[config.mk]
export PLATFORM = sky130hd
export DESIGN_NAME = gate_serializer
export DESIGN_NICKNAME = d
export VERILOG_FILES = /design/src/rtl/gate_serializer_pkg.sv /design/src/rtl/gap_timer.sv /design/src/rtl/gate_serializer.sv
export SDC_FILE = /design/constraint.sdc
export NUM_CORES = 1
export LEC_CHECK = 0
export CAP_MARGIN = 20
export CORE_AREA = 3 3 164 166
export CTS_BUF_LIST = sky130_fd_sc_hd__clkbuf_2 sky130_fd_sc_hd__clkbuf_4 sky130_fd_sc_hd__clkbuf_8
export CTS_CLUSTER_DIAMETER = 80
export DETAILED_ROUTE_END_ITERATION = 10
export DIE_AREA = 0 0 167 169
export GPL_ROUTABILITY_DRIVEN = 0
export MAX_ROUTING_LAYER = met4
export PLACE_DENSITY = 0.82
export SKIP_CTS_REPAIR_TIMING = 1
export SLEW_MARGIN = 20
export SYNTH_ARGS = -nofsm -noshare
export SYNTH_HDL_FRONTEND = slang
export SYNTH_HIERARCHICAL = 1
export SYNTH_SLANG_ARGS = --single-unit
[constraint.sdc]
create_clock -name clk -period 2.8 [get_ports clk]
set_input_delay 0.56 -clock clk [delete_from_list [all_inputs] [get_ports clk]]
set_output_delay 0.56 -clock clk [all_outputs]
set_load 0.05 [all_outputs]
[src/rtl/gate_serializer_pkg.sv]
// Shared state encoding and counter-width helper for the gate serializer.
// No logic, no latency, no backpressure.
package gate_serializer_pkg;

    typedef logic [1:0] state_t;

    localparam logic [1:0] ST_IDLE  = 2'd0;
    localparam logic [1:0] ST_SHIFT = 2'd1;
    localparam logic [1:0] ST_TAIL  = 2'd2;

    // Bits needed to count 0..n-1, never less than one.
    function automatic int cnt_width(input int n);
        return (n > 1) ? $clog2(n) : 1;
    endfunction

endpackage

[src/rtl/gap_timer.sv]
// Gate pacing: tick on the cycle after start, then every gap+1 enabled cycles.
// Tick is combinational from the count; no backpressure, enable simply freezes it.
module gap_timer
    import gate_serializer_pkg::*;
#(
    parameter int gap = 0
) (
    input  logic clk,
    input  logic rst,
    input  logic start,
    input  logic enable,
    output logic tick
);

    localparam int GW = cnt_width(gap + 1);

    logic [GW-1:0] cnt_q;
    logic [GW-1:0] cnt_d;

    always_comb begin
        cnt_d = cnt_q;
        if (start) begin
            cnt_d = '0;
        end else if (enable) begin
            cnt_d = (cnt_q == GW'(gap)) ? '0 : cnt_q + GW'(1);
        end
    end

    always_ff @(posedge clk) begin
        if (rst) begin
            cnt_q <= '0;
        end else begin
            cnt_q <= cnt_d;
        end
    end

    assign tick = enable && (cnt_q == '0);

endmodule

[src/rtl/gate_serializer.sv]
// Frame serializer: captures n_chan words on trig_in, emits one per gate, then trig_out.
// First gate one cycle after trigger; no backpressure, mid-frame triggers set sticky overrun.
module gate_serializer
    import gate_serializer_pkg::*;
#(
    parameter int dw     = 18,
    parameter int n_chan = 16,
    parameter int gap    = 0
) (
    input  logic                 clk,
    input  logic                 rst,
    input  logic                 trig_in,
    input  logic [dw*n_chan-1:0] data_in,
    input  logic                 clear_overrun,
    output logic                 gate_out,
    output logic [dw-1:0]        data_out,
    output logic                 trig_out,
    output logic                 busy,
    output logic                 overrun
);

    localparam int CW = cnt_width(n_chan);

    state_t               state_q, state_d;
    logic [CW-1:0]        chan_q, chan_d;
    logic [dw*n_chan-1:0] shadow_q, shadow_d;
    logic [dw-1:0]        data_q, data_d;
    logic                 overrun_q, overrun_d;
    logic                 tick;
    logic                 gate;
    logic                 accept;
    logic [dw-1:0]        word;

    assign word   = shadow_q[int'(chan_q) * dw +: dw];
    // The TAIL cycle accepts a trigger so frames can run back-to-back.
    assign accept = trig_in && (state_q == ST_IDLE || state_q == ST_TAIL);
    assign gate   = (state_q == ST_SHIFT) && tick;

    gap_timer #(.gap(gap)) u_gap_timer (
        .clk   (clk),
        .rst   (rst),
        .start (accept),
        .enable(state_q == ST_SHIFT),
        .tick  (tick)
    );

    always_comb begin
        state_d  = state_q;
        chan_d   = chan_q;
        shadow_d = shadow_q;
        data_d   = data_q;
        case (state_q)
            ST_IDLE, ST_TAIL: begin
                if (accept) begin
                    state_d  = ST_SHIFT;
                    chan_d   = '0;
                    shadow_d = data_in;
                end else begin
                    state_d = ST_IDLE;
                end
            end
            ST_SHIFT: begin
                if (gate) begin
                    data_d = word;
                    if (chan_q == CW'(n_chan - 1)) begin
                        state_d = ST_TAIL;
                    end else begin
                        chan_d = chan_q + CW'(1);
                    end
                end
            end
            default: state_d = ST_IDLE;
        endcase
        // A rejected trigger wins over a simultaneous clear.
        overrun_d = (trig_in && state_q == ST_SHIFT) || (overrun_q && !clear_overrun);
    end

    always_ff @(posedge clk) begin
        if (rst) begin
            state_q   <= ST_IDLE;
            chan_q    <= '0;
            shadow_q  <= '0;
            data_q    <= '0;
            overrun_q <= 1'b0;
        end else begin
            state_q   <= state_d;
            chan_q    <= chan_d;
            shadow_q  <= shadow_d;
            data_q    <= data_d;
            overrun_q <= overrun_d;
        end
    end

    assign gate_out = gate;
    assign data_out = gate ? word : data_q;
    assign trig_out = (state_q == ST_TAIL);
    assign busy     = (state_q != ST_IDLE);
    assign overrun  = overrun_q;

endmodule
==> flow_summary.yaml <==
synthesis:
  synth_area_per_cell_um2: 8.60
  syn_area_um2: 13000
  synth-seq-cells: 313
  syn_inst: 1509
  syn-num-nets: 1802
  ys_types: 30
  yosysSeqAreaShare: 0.483
  synth_warnings: 6
cells_and_area:
  fin_area_um2: 18000
  fillers: 1800
  layout.nets: 2077
  syn_to_final_growth_pct: 38.5
  drive_above_1_share: 0.145
  multi_input_area_um2: 6450
  seq_area_um2: 6280
  diodes: 0
  fin_cells: 2154
global_routing:
  grt_pass1_wl_um: 62600
  grtUsageTotal: 0.287
  grt_max_degree: 159
  antenna_found_initial: 0
  grt_pass1_vias: 11629
  overflow: 0
route:
  dr.first_iter.drc_count: 1593
  wl_um: 44200
  drt-vias-per-instance: 5.83
  vias: 12548
  dr.pass1.iters: 6
  ant_nets: 0
  wl_per_cell_um: 20.5
  drc: 0
timing:
  grt_setup_unrepaired: "yes"
  setup_violations: 18
  finClkSkew_ns: 0.0237
  hold_viol: 0
  period_share: 1.15
  fin_crit_ns: 3.22
  tightest_slew_ns: 0.722
  tns_ns: -3.98
  fin_ws_ns: -0.422
  relSlewSlack: 0.519
  drv_slew: 0
  fmax_ghz: 0.310
  hold_ws_ns: 0.440
floorplan:
  ios: 314
  dieArea_um2: 28200
  rows: 59
  die_w_um: 167
  die_y_um: 169
  initial_utilization: 0.504
  fp.coreArea_um2: 25800
placed_design:
  dp_cells: 2048
  pre_cts_ws_ns: 0.0677
  dp_hpwl_um: 29600
  io_buffers: 313
  dpl_cell_area_um2: 16300
worst_setup_path:
  criticalPathCategory: "flip-flop to primary output"
  cp.required_ns: 2.24
  crit_path_end_kind: "primary output"
  arrival_ns: 2.66
  cp-start-kind: "flip-flop"
  crit_fanout: 13
clocking:
  clockBufferDepth: 3
  cts-root-buf: "clkbuf_8"
  clk_pin_slew_ns: 0.07
  cts.sinks: 313
  clkLatencyLatePin_ns: 0.58
  cts_tree: "yes"
  htree_levels: 2
  numCtsBuffers: 48
run_status:
  violations: "setup timing"
  outcome: "complete, but fails checks"
power:
  power.leakage_nw: 6.49
  ir_worst_vdd_mv: 0.387
  powerDensity_nw_per_um2: 581
run:
  drv_cap: 0
worst_hold_path:
  min_path_type: "input port to flip-flop"
-- final timing paths --
kind	from	end	slack [ns]	cells past startpoint
setup reg to reg	chan_q[1]	chan_q[3]	0.60	6
hold / removal	rst	data_q[15]	0.44	2
setup / recovery	chan_q[0]	data_out[3]	-0.42	6
hold reg to reg	shadow_q[210]	shadow_q[210]	0.45	2
-- stage by stage --
stage / power, mW / utilization
6_report: 10.4 / 0.698
5_1_grt: 10.8 / 0.698
4_1_cts: 10.3 / 0.674
3_5_place_dp: 6.34 / 0.634
3_3_place_gp: 6.31 / 0.634
2_1_floorplan: 5.62 / -
-- sequential cells by signal, summed over array words and instances, names as in the netlist --
signal,count
shadow_q,288
chan_q,4
overrun,1
data_q,18
state_q,2
-- worst max-delay path, stage by stage, from the launching register on --
cell and delay, ns:
dfxtp_4 0.38, buf_12 0.15, buf_16 0.17, mux4_2 0.53, mux2i_2 0.40, o221ai_2 0.23, buf_6 0.20
-- report_power, final --
part / switching [mW] / internal [mW]
Combinational: 0.744 / 0.750
Clock: 1.76 / 2.28
Sequential: 0.183 / 4.71
-- metal layers --
metal / GRT usage / wire (um) / up-vias
li1: - / - / 5637
met1: 0.373 / 17000 / 5946
met2: 0.422 / 19900 / 800
met3: 0.0717 / 4710 / 165
met4: 0.138 / 2620 / 0
met5: - / 0 / -
-- final cells by class --
type,instances,area share
flip-flops and latches,313,0.349
well taps,335,0.0233
inverters,3,0.00104
clock inverters,10,0.00599
repair buffers,353,0.210
clock buffers,75,0.0515
multi-input cells,1065,0.359
-- cell families after synthesis --
kind of cell | share of synthesized area
buffers and inverters | 0.0425
adders and majority gates | 0.000964
and+or+nand+nor | 0.191
muxes | 0.153
AOI/OAI and AO/OA | 0.130
DFF | 0.483
-- cells in the mapped netlist --
library cell | count | area share
a211oi_1 | 1 | 0.00058
a21oi_1 | 295 | 0.11
and3_1 | 1 | 0.00048
buf_1 | 10 | 0.0029
buf_2 | 14 | 0.0054
buf_4 | 1 | 0.00058
buf_6 | 5 | 0.0043
clkbuf_1 | 97 | 0.028
clkbuf_2 | 1 | 0.00039
dfxtp_1 | 313 | 0.48
ha_1 | 1 | 0.00096
inv_1 | 1 | 0.00029
inv_2 | 2 | 0.00058
mux2i_1 | 36 | 0.028
mux4_2 | 72 | 0.12
nand2_1 | 596 | 0.17
nand2b_1 | 4 | 0.0019
nand3_1 | 3 | 0.0012
nand3b_1 | 1 | 0.00058
nor2_1 | 5 | 0.0014
nor2b_1 | 22 | 0.011
nor3_1 | 1 | 0.00039
o211a_1 | 1 | 0.00077
o21ai_0 | 2 | 0.00077
o221ai_1 | 17 | 0.011
o221ai_2 | 1 | 0.0012
o31ai_1 | 2 | 0.0012
or2_1 | 1 | 0.00048
or2_2 | 1 | 0.00048
or4_1 | 2 | 0.0012
-- cell usage in the layout (no fill, tap or decap), drive strengths merged, types with 2 or more instances in the layout --
cell	instances
nor2b	22
nand2	596
nand3	3
clkdlybuf4s50	293
clkinv	5
a21oi	295
or4	2
o221ai	18
clkinvlp	3
nand2b	4
o31ai	2
nor2	5
mux4	72
or2	2
mux2i	36
dfxtp	313
bufinv	2
o21ai	2
buf	56
inv	3
clkbuf	79
No activity file was read; power rests on OpenSTA's default activity.
